==> src/rtl/bk_sram_sched.sv <==
`timescale 1ns/1ps
// bk_sram_sched: arbitrates one 16-bit async SRAM between video refresh,
// CPU bus cycles and the debug host port using 16-cycle slot frames.
// Slot 0 belongs to video; CPU/debug run IDLE->ACC->DONE transactions
// granted in slots 1..13 so they never collide with the video access.
module bk_sram_sched #(
  parameter logic [4:0]  VID_BANK = 5'b00001,
  parameter int unsigned ADDR_W   = 18,
  parameter int unsigned DATA_W   = 16
) (
  input  logic              clk25,
  input  logic              reset_in,
  input  logic [3:0]        slot_i,
  input  logic [12:0]       vid_addr_i,
  output logic              vid_load_o,
  input  logic              cpu_rd_i,
  input  logic              cpu_wt_i,
  input  logic [15:0]       cpu_adr_i,
  input  logic              cpu_byte_i,
  input  logic [DATA_W-1:0] cpu_dout_i,
  output logic [DATA_W-1:0] cpu_din_o,
  output logic              cpu_reply_o,
  input  logic              dbg_req_i,
  input  logic              dbg_we_i,
  input  logic [ADDR_W-1:0] dbg_addr_i,
  input  logic [DATA_W-1:0] dbg_wdata_i,
  output logic [DATA_W-1:0] dbg_rdata_o,
  output logic              dbg_ack_o,
  output logic [ADDR_W-1:0] sram_addr_o,
  input  logic [DATA_W-1:0] sram_dq_i,
  output logic [DATA_W-1:0] sram_dq_o,
  output logic              sram_dq_oe_o,
  output logic              sram_oe_n_o,
  output logic              sram_we_n_o,
  output logic              sram_lb_n_o,
  output logic              sram_ub_n_o
);

  localparam int unsigned SLOT_W = 4;
  localparam int unsigned CPU_AW = 16;
  localparam logic [SLOT_W-1:0] SLOT_VID  = SLOT_W'(0);
  localparam logic [SLOT_W-1:0] SLOT_LAST = SLOT_W'(13);

  typedef enum logic [1:0] {
    IDLE = 2'd0,
    ACC  = 2'd1,
    DONE = 2'd2
  } state_e;

  state_e              state_q, state_d;
  logic                rd_q, wt_q;
  logic                cpu_pend_q, cpu_pend_d;
  logic                cpu_wr_q, cpu_wr_d;
  logic                dbg_pend_q, dbg_pend_d;
  logic                fair_q, fair_d;
  logic                own_dbg_q, own_dbg_d;
  logic                own_wr_q, own_wr_d;
  logic                vid_ph_q, vid_ph_d;
  logic                vid_load_q, vid_load_d;
  logic                cpu_reply_q, cpu_reply_d;
  logic                dbg_ack_q, dbg_ack_d;
  logic [DATA_W-1:0]   cpu_din_q, cpu_din_d;
  logic [DATA_W-1:0]   dbg_rdata_q, dbg_rdata_d;
  logic [ADDR_W-1:0]   addr_q, addr_d;
  logic [DATA_W-1:0]   dq_q, dq_d;
  logic                dq_oe_q, dq_oe_d;
  logic                oe_n_q, oe_n_d;
  logic                we_n_q, we_n_d;
  logic                lb_n_q, lb_n_d;
  logic                ub_n_q, ub_n_d;

  logic                rd_edge, wt_edge, cpu_edge;
  logic                cpu_req, cpu_req_wr;
  logic                dbg_set, dbg_req;
  logic                slot_ok, pick_dbg;

  // State, request tracking and registered bus/handshake outputs
  always_ff @(posedge clk25 or posedge reset_in) begin
    if (reset_in) begin
      state_q     <= IDLE;
      rd_q        <= 1'b0;
      wt_q        <= 1'b0;
      cpu_pend_q  <= 1'b0;
      cpu_wr_q    <= 1'b0;
      dbg_pend_q  <= 1'b0;
      fair_q      <= 1'b0;
      own_dbg_q   <= 1'b0;
      own_wr_q    <= 1'b0;
      vid_ph_q    <= 1'b0;
      vid_load_q  <= 1'b0;
      cpu_reply_q <= 1'b0;
      dbg_ack_q   <= 1'b0;
      cpu_din_q   <= '0;
      dbg_rdata_q <= '0;
      addr_q      <= '0;
      dq_q        <= '0;
      dq_oe_q     <= 1'b0;
      oe_n_q      <= 1'b1;
      we_n_q      <= 1'b1;
      lb_n_q      <= 1'b1;
      ub_n_q      <= 1'b1;
    end else begin
      state_q     <= state_d;
      rd_q        <= cpu_rd_i;
      wt_q        <= cpu_wt_i;
      cpu_pend_q  <= cpu_pend_d;
      cpu_wr_q    <= cpu_wr_d;
      dbg_pend_q  <= dbg_pend_d;
      fair_q      <= fair_d;
      own_dbg_q   <= own_dbg_d;
      own_wr_q    <= own_wr_d;
      vid_ph_q    <= vid_ph_d;
      vid_load_q  <= vid_load_d;
      cpu_reply_q <= cpu_reply_d;
      dbg_ack_q   <= dbg_ack_d;
      cpu_din_q   <= cpu_din_d;
      dbg_rdata_q <= dbg_rdata_d;
      addr_q      <= addr_d;
      dq_q        <= dq_d;
      dq_oe_q     <= dq_oe_d;
      oe_n_q      <= oe_n_d;
      we_n_q      <= we_n_d;
      lb_n_q      <= lb_n_d;
      ub_n_q      <= ub_n_d;
    end
  end

  // Next-state: request capture, arbitration, transaction sequencing, video slot
  always_comb begin
    state_d     = state_q;
    cpu_pend_d  = cpu_pend_q;
    cpu_wr_d    = cpu_wr_q;
    dbg_pend_d  = dbg_pend_q;
    fair_d      = fair_q;
    own_dbg_d   = own_dbg_q;
    own_wr_d    = own_wr_q;
    cpu_din_d   = cpu_din_q;
    dbg_rdata_d = dbg_rdata_q;
    addr_d      = addr_q;
    dq_d        = dq_q;
    dq_oe_d     = 1'b0;
    oe_n_d      = 1'b1;
    we_n_d      = 1'b1;
    lb_n_d      = 1'b1;
    ub_n_d      = 1'b1;
    dbg_ack_d   = 1'b0;
    pick_dbg    = 1'b0;

    rd_edge    = cpu_rd_i & ~rd_q;
    wt_edge    = cpu_wt_i & ~wt_q;
    cpu_edge   = rd_edge | wt_edge;
    // A fresh edge can be granted in the same cycle it is seen
    cpu_req    = cpu_pend_q | cpu_edge;
    cpu_req_wr = cpu_edge ? wt_edge : cpu_wr_q;
    // Ack cycle still counts as outstanding so a held request is not re-latched
    dbg_set    = dbg_req_i & (state_q == IDLE) & ~dbg_pend_q & ~dbg_ack_q;
    dbg_req    = dbg_pend_q | dbg_set;
    slot_ok    = (slot_i != SLOT_VID) && (slot_i <= SLOT_LAST);

    vid_ph_d    = (slot_i == SLOT_VID);
    vid_load_d  = vid_ph_q;
    cpu_reply_d = cpu_reply_q & (cpu_rd_i | cpu_wt_i);

    if (dbg_set) begin
      dbg_pend_d = 1'b1;
    end

    case (state_q)
      IDLE: begin
        if (slot_ok && (cpu_req || dbg_req)) begin
          pick_dbg  = dbg_req & (~cpu_req | fair_q);
          fair_d    = ~fair_q;
          state_d   = ACC;
          own_dbg_d = pick_dbg;
          if (pick_dbg) begin
            own_wr_d = dbg_we_i;
            addr_d   = dbg_addr_i;
            dq_d     = dbg_wdata_i;
            lb_n_d   = 1'b0;
            ub_n_d   = 1'b0;
          end else begin
            own_wr_d = cpu_req_wr;
            addr_d   = ADDR_W'({3'b000, cpu_adr_i[CPU_AW-1:1]});
            dq_d     = cpu_dout_i;
            lb_n_d   = cpu_byte_i & cpu_adr_i[0];
            ub_n_d   = cpu_byte_i & ~cpu_adr_i[0];
          end
          if (pick_dbg ? dbg_we_i : cpu_req_wr) begin
            we_n_d  = 1'b0;
            dq_oe_d = 1'b1;
          end else begin
            oe_n_d  = 1'b0;
          end
        end
      end
      ACC: begin
        // Strobe phase is over; writes keep driving data, reads keep OE low
        state_d = DONE;
        lb_n_d  = lb_n_q;
        ub_n_d  = ub_n_q;
        if (own_wr_q) begin
          dq_oe_d = 1'b1;
        end else begin
          oe_n_d  = 1'b0;
        end
      end
      DONE: begin
        state_d = IDLE;
        if (own_dbg_q) begin
          dbg_pend_d = 1'b0;
          dbg_ack_d  = 1'b1;
          if (!own_wr_q) begin
            dbg_rdata_d = sram_dq_i;
          end
        end else begin
          cpu_pend_d  = 1'b0;
          cpu_reply_d = 1'b1;
          if (!own_wr_q) begin
            cpu_din_d = sram_dq_i;
          end
        end
      end
      default: begin
        state_d = IDLE;
      end
    endcase

    if (cpu_edge) begin
      cpu_pend_d = 1'b1;
      cpu_wr_d   = wt_edge;
    end

    // Video fetch is issued after slot 0; the FSM is always idle here
    if (slot_i == SLOT_VID) begin
      addr_d  = ADDR_W'({VID_BANK, vid_addr_i});
      oe_n_d  = 1'b0;
      we_n_d  = 1'b1;
      lb_n_d  = 1'b0;
      ub_n_d  = 1'b0;
      dq_oe_d = 1'b0;
    end
  end

  assign vid_load_o   = vid_load_q;
  assign cpu_din_o    = cpu_din_q;
  assign cpu_reply_o  = cpu_reply_q;
  assign dbg_rdata_o  = dbg_rdata_q;
  assign dbg_ack_o    = dbg_ack_q;
  assign sram_addr_o  = addr_q;
  assign sram_dq_o    = dq_q;
  assign sram_dq_oe_o = dq_oe_q;
  assign sram_oe_n_o  = oe_n_q;
  assign sram_we_n_o  = we_n_q;
  assign sram_lb_n_o  = lb_n_q;
  assign sram_ub_n_o  = ub_n_q;

endmodule

==> config.mk <==
export PLATFORM = sky130hd
export DESIGN_NAME = bk_sram_sched
export DESIGN_NICKNAME = d
export VERILOG_FILES = /design/src/rtl/bk_sram_sched.sv
export SDC_FILE = /design/constraint.sdc
export NUM_CORES = 1
export LEC_CHECK = 0
export ABC_AREA = 1
export CAP_MARGIN = 20
export CORE_MARGIN = 2
export CORE_UTILIZATION = 41
export DETAILED_ROUTE_END_ITERATION = 6
export PLACE_DENSITY = 0.86
export SYNTH_ARGS = -nofsm -noshare
export SYNTH_HDL_FRONTEND = slang
export SYNTH_SLANG_ARGS = --single-unit
==> constraint.sdc <==
create_clock -name clk25 -period 3.2 [get_ports clk25]
set_clock_uncertainty 0.15 [all_clocks]
set_input_delay 0.32 -clock clk25 [delete_from_list [all_inputs] [get_ports clk25]]
set_output_delay 0.32 -clock clk25 [all_outputs]
set_load 0.005 [all_outputs]
# [After elaboration in Yosys (flattened, before gate mapping)]
# Index checks and enable logic that the tools add are counted.
[word_totals] ff_bits=85
[op_classes] magnitude_cmp=1 eq_ne=5 n_mux=39 n_bitwise=23 n_reduce_logical=14
[op_table] cell="$mux 18" count=4
[op_table] cell="$mux 1" count=28
[op_table] cell="$mux 16" count=1
[op_table] cell="$and 1x1->1" count=9
[op_table] cell="$not 1->1" count=9
[op_table] cell="$pmux 1 s2" count=4
[op_table] cell="$reduce_and 2->1" count=3
[op_table] cell="$reduce_and 3->1" count=2
[op_table] cell="$reduce_bool 2->1" count=3
[op_table] cell="$or 1x1->1" count=5
[op_table] cell="$le 4x4->1 const B" count=1
[op_table] cell="$logic_not 4->1" count=1
[op_table] cell="$ne 2x1->1 const B" count=2
[op_table] cell="$pmux 2 s2" count=1
[op_table] cell="$reduce_bool 4->1" count=1
[op_table] cell="$eq 2x1->1 const B" count=1
[op_table] cell="$eq 2x2->1 const B" count=1
[op_table] cell="$logic_and 1x1->1" count=2
[op_table] cell="$logic_not 2->1" count=1
[op_table] cell="$mux 2" count=1
[op_table] cell="$ne 2x2->1 const B" count=1
[op_table] cell="$logic_or 1x1->1" count=1

# [Depth between registers and ports, before layout]
# Gate-level depths: netlist of run 1.
[logic_depth] depth_word=12 ltp_mapped=11 depth_no_buf=10

# [Worst setup path before layout of run 1]
# No wires, ideal clock.
[synth_path] path_kind="register to register" startpoint="reg state_q[1]" endpoint="reg addr_q[10], in the netlist sram_addr_o[10]" setup_time_ns=0.125 arrival_ns=1.199 path_slack_ns=1.727 path_stages_with_launch=10 path_cell_list="dfrtp_1 -> nor2_4 -> nand2_1 -> nand2_2 -> nand2_4 -> inv_2 -> buf_6 -> nand2_1 -> nand3_1 -> nand3_1"
[synth_via] elab_chain_len=10 word_cells_on_any_way=15 cone_classes="mux: 4; bitwise: 5; reduce/logical: 6"
[synth_rtl] element="start: declaration" line_no="50" source="state_e state_q, state_d;"
[synth_rtl] element="start signal: assignment" line_no="103" source="state_q <= state_d;"
[synth_rtl] element="$logic_not 2->1 (*)" line_no="156, 168"
[synth_rtl] element="$and 1x1->1 (3 in a row)" line_no="156" source="dbg_set = dbg_req_i & (state_q == IDLE) & ~dbg_pend_q & ~dbg_ack_q;"
[synth_rtl] element="$or 1x1->1" line_no="157" source="dbg_req = dbg_pend_q | dbg_set;"
[synth_rtl] element="$and 1x1->1" line_no="171" source="pick_dbg = dbg_req & (~cpu_req | fair_q);"
[synth_rtl] element="$mux 18" line_no="175" source="if (pick_dbg) begin"
[synth_rtl] element="$mux 18" line_no="170" source="if (slot_ok && (cpu_req || dbg_req)) begin"
[synth_rtl] element="$mux 18" line_no="168" source="case (state_q)"
[synth_rtl] element="$mux 18" line_no="234" source="if (slot_i == SLOT_VID) begin"
[synth_rtl] element="end signal: assignment" line_no="118" source="addr_q <= addr_d;"
[synth_rtl] element="end: declaration" line_no="64" source="logic [ADDR_W-1:0] addr_q, addr_d;"
# Every way passes the cells marked *; elsewhere a longest branch is shown, timed or not. The select of a mux whose other input is x is not followed.
# A chain may end at the register's enable or synchronous reset.

# [Worst setup path in the final report of run 1]
[layout_path] startpoint="in cpu_wt_i" endpoint="reg dq_oe_q, in the netlist sram_dq_oe_o"
[layout_via] elab_chain_len=11 word_cells_on_any_way=14 cone_classes="mux: 6; bitwise: 6; reduce/logical: 2"
[layout_rtl] element="start: declaration" line_no="17" source="input logic cpu_wt_i,"
[layout_rtl] element="$and 1x1->1 (*)" line_no="150" source="wt_edge = cpu_wt_i & ~wt_q;"
[layout_rtl] element="$or 1x1->1" line_no="151" source="cpu_edge = rd_edge | wt_edge;"
[layout_rtl] element="$or 1x1->1" line_no="153" source="cpu_req = cpu_pend_q | cpu_edge;"
[layout_rtl] element="$not 1->1" line_no="171"
[layout_rtl] element="$or 1x1->1" line_no="171"
[layout_rtl] element="$and 1x1->1" line_no="171"
[layout_rtl] element="$mux 1 (2 in a row)" line_no="188" source="if (pick_dbg ? dbg_we_i : cpu_req_wr) begin"
[layout_rtl] element="$mux 1 (*)" line_no="170"
[layout_rtl] element="$pmux 1 s2 (*)" line_no="168"
[layout_rtl] element="$mux 1 (*)" line_no="234"
[layout_rtl] element="named net dq_oe_d" line_no="66" source="logic dq_oe_q, dq_oe_d;"
[layout_rtl] element="end signal: assignment" line_no="120" source="dq_oe_q <= dq_oe_d;"
[layout_rtl] element="end: declaration" line_no="66"
# Mark *: on every way through the listed nets, which the timed path passes. The rest lies on a longest branch.

==> impl_metrics.yaml, run 1 <==
status:
  status: "finished, final reports clean"
power:
  fin_total_pwr_w: 0.00532
  power_leakage_nw: 2.96
  vdd_drop_max_mv: 0.509
  p_per_area_mw_per_mm2: 903
floorplan:
  fp.dieW_microns: 101
  dieArea_sq_mm: 0.0102
  die_y_microns: 101
  start_util: 0.421
  rows: 35
  core_area_sq_mm: 0.00920
  io_pins: 180
worst_hold_path:
  min_path_type: "reg2reg"
  holdCritStartpoint: "vid_load_d"
setup_path:
  worstSetupEndpointType: "flip-flop"
  reg2reg_from: "state_q[0]"
  crit_required_ps: 3320
  worst_ep_arrival_time_ps: 2460
  critPathLaunchType: "input port"
  crit_start: "cpu_wt_i"
  worst-path-max-fanout: 34
  path_class: "in2reg"
drt:
  wire_per_inst_microns: 14.7
  vias: 3774
  finalWirelength_mm: 11.4
  viasPerCell: 4.87
  drt_first_pass_iters: 4
  drcViolationCount: 0
  drt_iter0_markers: 114
  antenna_left: 0
cells_and_area:
  drive_above_1_share: 0.0527
  diodes: 0
  finalNonFillerCells: 775
  area_growth_syn_to_layout_pct: 52.4
  final_nets: 765
synthesis:
  async_flop_share: 1.00
  ys_warn_count: 0
  synth_edf_count: 0
  yosysTopAreaCell: "dfrtp_1"
  synth.top_cells.by_count: "206 x nand2_1, 81 x dfrtp_1, 60 x inv_1, 52 x nand3_1, 28 x o21ai_0"
  yosysUniqueCellTypes: 25
  synth_seq_cells: 85
  syn_area_per_cell_sq_um: 7.94
  synthesis.instances: 487
  netlist_area_sq_mm: 0.00387
  syn_nets: 593
  ys_seq_area_frac: 0.551
  synth_most_common_cell: "nand2_1"
  yosys-top-cells-area: "dfrtp_1 52%, nand2_1 20%, nand3_1 6.7%, inv_1 5.8%, o21ai_0 3.6%"
  synth_top_area_frac: 0.524
  synth-main-ff-cell: "dfrtp_1"
sta:
  max_slew_margin: 0.344
  finalCriticalPeriod_ps: 2340
  fmax_ghz: 0.427
  fin_tns_setup_ps: 0
  rsz0062_at_grt: "no"
  worstMarginPinSlew_ps: 982
  finalHoldViolations: 0
  finalSetupViolations: 0
  setup_ws_ps: 857
  slew_violations: 0
  period_share: 0.732
placement:
  pre_cts_ws_ps: 485
  hpwl_mm: 8.38
  dp_cells: 759
  portBuffers: 179
  gp_congestion: 0.877
clock_network:
  cts_tree: "done"
  clk-insertion-delay-late_ps: 350
  cts_num_sinks: 85
  hold_buffers: 0
  post-cts-setup-buffers: 0
  cts_buffers: 9
  cts_buffer_depth: 2
  clkTransAtPathRegs_ps: 90
  cts_max_level: 3
  cts_resized: 0
  cts-root-buf: "clkbuf_8"
grt:
  overflow: 0
  grt_usage: 0.227
  grt_pass1_vias: 3761
  antenna_found_initial: 0
  grt_start_max_net_pins: 52
  grt_pass1_wl_mm: 18.0
job:
  drv_cap: 0
==> metrics by stage <==
step | hold WS, ps | area [sq um] | util
after floorplan | 181 | 3870 | -
after global placement | 184 | 5690 | 0.618
after detailed placement | 190 | 5690 | 0.618
after CTS | 211 | 5890 | 0.641
after global routing | 227 | 5890 | 0.641
final | 208 | 5890 | 0.641
==> worst paths after layout <==
path / slack (ps) / endpoint / depth (start not counted)
worst max register to register: 890 / sram_dq_oe_o / 7
max in group asynchronous: 1810 / dbg_rdata_o[14] / 3
worst max-delay path: 860 / sram_dq_oe_o / 9
worst min-delay path: 210 / vid_load_o / 0
worst min register to register: 210 / vid_load_o / 0
min in group asynchronous: 280 / cpu_din_o[0] / 2
==> logic make-up after synthesis <==
kind of cell	count (synthesis)	synth area share
and+or+nand+nor	275	0.293
AOI/OAI and AO/OA	41	0.0550
xor gates and xnor gates	1	0.00227
DFF	85	0.551
buffers and inverters	85	0.0983
==> state kept, by name, summed over array words and instances, names as in the netlist <==
signal        cells
cpu_din_o        16
cpu_pend_q        1
cpu_reply_o       1
cpu_wr_q          1
dbg_ack_o         1
dbg_pend_q        1
dbg_rdata_o      16
fair_q            1
own_dbg_q         1
own_wr_q          1
rd_q              1
sram_addr_o      18
sram_dq_o        16
sram_dq_oe_o      1
sram_lb_n_o       1
sram_oe_n_o       1
sram_ub_n_o       1
sram_we_n_o       1
state_q           2
vid_load_d        1
vid_load_o        1
wt_q              1
==> final cells by class <==
cell class | instances | area, sq um
clock buffers | 9 | 124
well taps | 111 | 139
multi-input cells | 317 | 1360
flip-flops and latches | 85 | 2130
fillers | 751 | 3300
repair buffers | 183 | 1820
inverters | 63 | 238
clock inverters | 7 | 85.1
==> power by group <==
group	switching, W	internal [W]	leakage [nW]
combinational	0.00132	0.00130	1.82
clock	0.000438	0.000381	0.108
sequential	0.000285	0.00160	1.03
total	0.00204	0.00328	2.96
==> metal layers <==
metal,up-vias,track usage,routed length (microns)
li1,1826,-,-
met1,1794,0.267,4440
met2,137,0.392,5850
met3,17,0.0770,873
met4,0,0.0717,190
met5,-,0,0
==> cells in the final DEF (no fill, tap or decap), types with 2 or more instances in the layout <==
cell type and count:
nand2_1 206, clkdlybuf4s50_1 179, dfrtp_1 81, inv_1 59, nand3_1 52, o21ai_0 28
nor2_1 10, clkbuf_8 9, o21ai_1 8, inv_6 5, buf_4 4, dfstp_2 4
nor2_4 2, inv_2 2, nor2_2 2, a21oi_1 2
==> worst max-delay path, stage by stage <==
cell	delay, ps
clkdlybuf4s50_1	500
nand2_1	110
nand3_1	110
inv_1	60
nand2_1	90
nand3_2	320
inv_2	590
nand2_1	200
a21oi_1	160
No activity file was read; power rests on OpenSTA's default activity.
==> run 2, diff against run 1 <==
Settings changed: CORE_UTILIZATION 41 to 37, PLACE_DENSITY 0.86 to 0.82.
Clock period 3.2 ns to 2 ns, I/O delays scaled along.
==> impl_metrics.yaml, run 2 (same netlist as run 1, synthesis figures left out) <==
cells_and_area:
  multi_input_area_sq_mm: 0.00136
  drive_above_1_share: 0.0640
  final_area_sq_mm: 0.00601
  area_growth_syn_to_layout_pct: 55.4
  seqCellArea_sq_mm: 0.00213
  finalNonFillerCells: 808
  largest_reg_flops: 18
  layout_commonest_cell: "nand2_1"
  fillCellCount: 914
  final_nets: 773
  mostFrequentLayoutCells: "206 x nand2_1, 179 x clkdlybuf4s50_1, 81 x dfrtp_1"
  diodes: 0
grt:
  met3_usage: 0.0803
  grt_pass1_wl_mm: 19.2
  antenna_found_initial: 0
  use_met1: 0.252
  grt_pass1_vias: 4012
  grt_usage: 0.215
  grt_busiest_layer: "met2"
  overflow: 0
  grt_start_max_net_pins: 86
  met2_usage: 0.359
setup_path:
  worst_path_max_delay_cell: "dfstp_2"
  cp_top_family: "flip-flops"
  path_class: "reg2out"
  worst_ep_arrival_time_ps: 1370
  worst-path-max-fanout: 2
  rr_worst_depth: 8
  crit_required_ps: 1650
  critPathBufInv: 1
  reg2reg_from: "state_q[1]"
  worstSetupEndpointType: "output port"
  worst_path_largest_cell_delay_ps: 540
  reg2reg_slack_ps: 300
  r2r-end: "sram_addr_o[17]"
  path_cells: "clkdlybuf4s50_1"
  critPathLaunchType: "flip-flop"
floorplan:
  dieArea_sq_mm: 0.0113
  rows: 37
  io_pins: 180
  core_area_sq_mm: 0.0102
  die_y_microns: 106
  fp.dieW_microns: 106
  start_util: 0.378
placement:
  dp_cells: 792
  gp_congestion: 0.822
  portBuffers: 179
  hpwl_mm: 8.47
  place_area_sq_mm: 0.00584
sta:
  fin_tns_setup_ps: 0
  rsz0062_at_grt: "no"
  slew_violations: 0
  worstMarginPinSlew_ps: 446
  period_share: 0.861
  fmax_ghz: 0.581
  finalHoldViolations: 0
  finalSetupViolations: 0
  finalCriticalPeriod_ps: 1720
  max_slew_margin: 0.702
clock_network:
  hold_buffers: 0
  clk-insertion-delay-late_ps: 340
  clkTransAtPathRegs_ps: 90
  cts_num_sinks: 85
  post-cts-setup-buffers: 0
  cts-root-buf: "clkbuf_8"
  cts_buffer_depth: 2
  cts_buffers: 9
  cts_max_level: 3
  cts_resized: 0
  cts_tree: "done"
power:
  power_leakage_nw: 2.99
  vdd_drop_max_mv: 0.682
  p_per_area_mw_per_mm2: 1410
drt:
  drt_first_pass_iters: 5
  antenna_left: 0
  drcViolationCount: 0
  vias: 3686
  finalWirelength_mm: 11.3
  wire_per_inst_microns: 13.9
  drt_iter0_markers: 107
  viasPerCell: 4.56
job:
  drv_cap: 0
worst_hold_path:
  min_path_type: "in2async"
status:
  status: "finished, final reports clean"
## run 2: how the worst max path moves through the flow
stage / from / end / slack [ps] / cells after the start
CTS: sram_lb_n_o / sram_lb_n_o / 260 / 1
global route: state_q[0] / sram_dq_oe_o / 130 / 8
global placement: cpu_rd_i / own_dbg_q / 120 / 9
floorplan: state_q[1] / sram_addr_o[10] / 530 / 9
finish: sram_lb_n_o / sram_lb_n_o / 280 / 1
detailed placement: cpu_rd_i / sram_addr_o[15] / 6 / 10
## run 2: stage by stage
stage,setup slack (ps),util,hold slack [ps],total power [W]
final,278,0.587,185,0.00849
after CTS,258,0.587,179,0.00861
after floorplan,527,-,81.4,0.00518
after detailed placement,6.30,0.571,185,0.00752
after global placement,116,0.571,182,0.00735
after global routing,128,0.587,189,0.00924
## run 2: tightest hold or removal path, cell delays in order
cell and delay (ps):
clkdlybuf4s50_1 440, clkinvlp_4 100, buf_12 370
## run 2: layer usage
| layer | up-vias | part of all wire |
|---|---|---|
| met5 | - | 0 |
| met4 | 0 | 0.020 |
| met3 | 20 | 0.092 |
| met2 | 114 | 0.49 |
| met1 | 1709 | 0.40 |
| li1 | 1843 | - |
## run 2: layout make-up
class                   count  area share
clock buffers               9      0.0206
multi-input cells         317       0.226
clock inverters             7     0.00708
repair buffers            191       0.324
well taps                 136      0.0283
flip-flops and latches     85       0.355
inverters                  63      0.0400
## run 2: where the power goes
group | switching (W) | internal (W)
logic | 0.00214 | 0.00229
clock network | 0.000617 | 0.000442
registers | 0.000446 | 0.00256
==> run 3, diff against run 2 <==
Settings changed: CORE_MARGIN 2 to default, GPL_TIMING_DRIVEN from default to 0, HOLD_SLACK_MARGIN from default to 0.15.
==> impl_metrics.yaml, run 3 (same netlist as run 1, synthesis figures left out) <==
power:
  p_per_area_mw_per_mm2: 1440
  fin_total_pwr_w: 0.00876
  power_leakage_nw: 3.02
  vdd_drop_max_mv: 0.748
setup_path:
  worst_ep_arrival_time_ps: 1390
  worstSetupEndpointType: "output port"
  reg2reg_from: "state_q[1]"
  r2r-end: "sram_addr_o[4]"
  cp_top_family: "flip-flops"
  crit_required_ps: 1650
  rr_worst_depth: 9
  worst_path_max_delay_cell: "dfstp_2"
  path_class: "reg2out"
  path_cells: "clkdlybuf4s50_1"
  worst_path_largest_cell_delay_ps: 550
  critPathLaunchType: "flip-flop"
  critPathBufInv: 1
  worst-path-max-fanout: 2
  reg2reg_slack_ps: 310
sta:
  finalHoldViolations: 0
  finalCriticalPeriod_ps: 1740
  max_slew_margin: 0.600
  rsz0062_at_grt: "no"
  finalSetupViolations: 0
  hold_slack_ps: 213
  worstMarginPinSlew_ps: 600
  period_share: 0.870
  slew_violations: 0
  fmax_ghz: 0.575
  setup_ws_ps: 261
placement:
  portBuffers: 179
  pre_cts_ws_ps: -61.0
  hpwl_mm: 9.14
  gp_congestion: 0.856
  place_area_sq_mm: 0.00587
clock_network:
  cts_num_sinks: 85
  cts-root-buf: "clkbuf_8"
  cts_max_level: 3
  cts_buffer_depth: 2
  cts_buffers: 9
  cts_tree: "done"
  post-cts-setup-buffers: 0
  clkTransAtPathRegs_ps: 100
  clk-insertion-delay-late_ps: 330
worst_hold_path:
  min_path_cells: 0
  min_path_type: "reg2reg"
  holdCritStartpoint: "vid_load_d"
  min_to: "vid_load_o"
cells_and_area:
  final_nets: 786
  area_growth_syn_to_layout_pct: 57.2
  drive_above_1_share: 0.0759
  fillCellCount: 888
  final_area_sq_mm: 0.00608
  diodes: 0
  largest_reg_flops: 18
  layout_commonest_cell: "nand2_1"
  mostFrequentLayoutCells: "206 x nand2_1, 179 x clkdlybuf4s50_1, 81 x dfrtp_1"
floorplan:
  rows: 36
  io_pins: 180
  die_y_microns: 104
  dieArea_sq_mm: 0.0109
  fp.dieW_microns: 104
  start_util: 0.389
  core_area_sq_mm: 0.00995
drt:
  viasPerCell: 4.72
  vias: 3862
  drt_first_pass_iters: 4
  drt_iter0_markers: 166
  wire_per_inst_microns: 14.5
  drcViolationCount: 0
  antenna_left: 0
  finalWirelength_mm: 11.9
grt:
  grt_pass1_vias: 4097
  grt_pass1_wl_mm: 19.8
  overflow: 0
  grt_usage: 0.231
  antenna_found_initial: 0
  grt_start_max_net_pins: 41
status:
  status: "finished, final reports clean"
job:
  drv_cap: 0
[run 3: cell count changes in the layout (fill, tap and decap cells not counted), sizes merged]
cell         before  now
clkinvlp          4    5
clkbuf            9   12
buf              12   23
bufinv            0    1
dlygate4sd3       0    1
clkinv            5    1
[run 3: layout make-up]
type / count / area (sq um) / share of cell area
clock inverter: 5 / 60.1 / 0.00988
clock buffer: 11 / 141 / 0.0233
timing repair buffer: 182 / 1840 / 0.303
inverter: 63 / 240 / 0.0395
sequential: 85 / 2130 / 0.351
tap: 133 / 166 / 0.0274
multi-input combinational: 317 / 1360 / 0.223
buffer: 22 / 144 / 0.0237
[run 3: per-layer routing]
metal,track usage,share of wire,vias to the layer above
li1,-,-,1873
met1,0.260,0.39,1801
met2,0.403,0.50,160
met3,0.0815,0.085,28
met4,0.0816,0.026,0
met5,0,0,-
[run 3: per-stage QoR]
step | cells | utilization | setup TNS, ps
after CTS | 818 | 0.611 | 0
final | 818 | 0.611 | 0
after floorplan | 487 | - | 0
after global placement | 799 | 0.586 | -18840
after global routing | 818 | 0.611 | 0
after detailed placement | 801 | 0.590 | -383
[run 3: what timing repair did]
action | in CTS | in global routing
hold buffers | 1 | 0
hold endpoints to repair | 7 | 0
gates resized for setup | 0 | 0
[run 3: worst max-delay path by stage]
stage	cells after the start	slack, ps	end	from
after global routing	7	150	dbg_rdata_o[0]	state_q[1]
after floorplan	9	530	sram_addr_o[10]	state_q[1]
after global placement	2	-240	sram_dq_o[13]	reset_in
after detailed placement	7	-60	sram_addr_o[7]	slot_i[3]
after CTS	1	230	sram_lb_n_o	sram_lb_n_o
final	1	260	sram_lb_n_o	sram_lb_n_o
[run 3: where the power goes]
part,leakage (nW),internal (W),switching (W)
clock network,0.0878,0.000612,0.000623
logic,1.90,0.00230,0.00222
registers,1.03,0.00256,0.000445
total,3.02,0.00547,0.00329
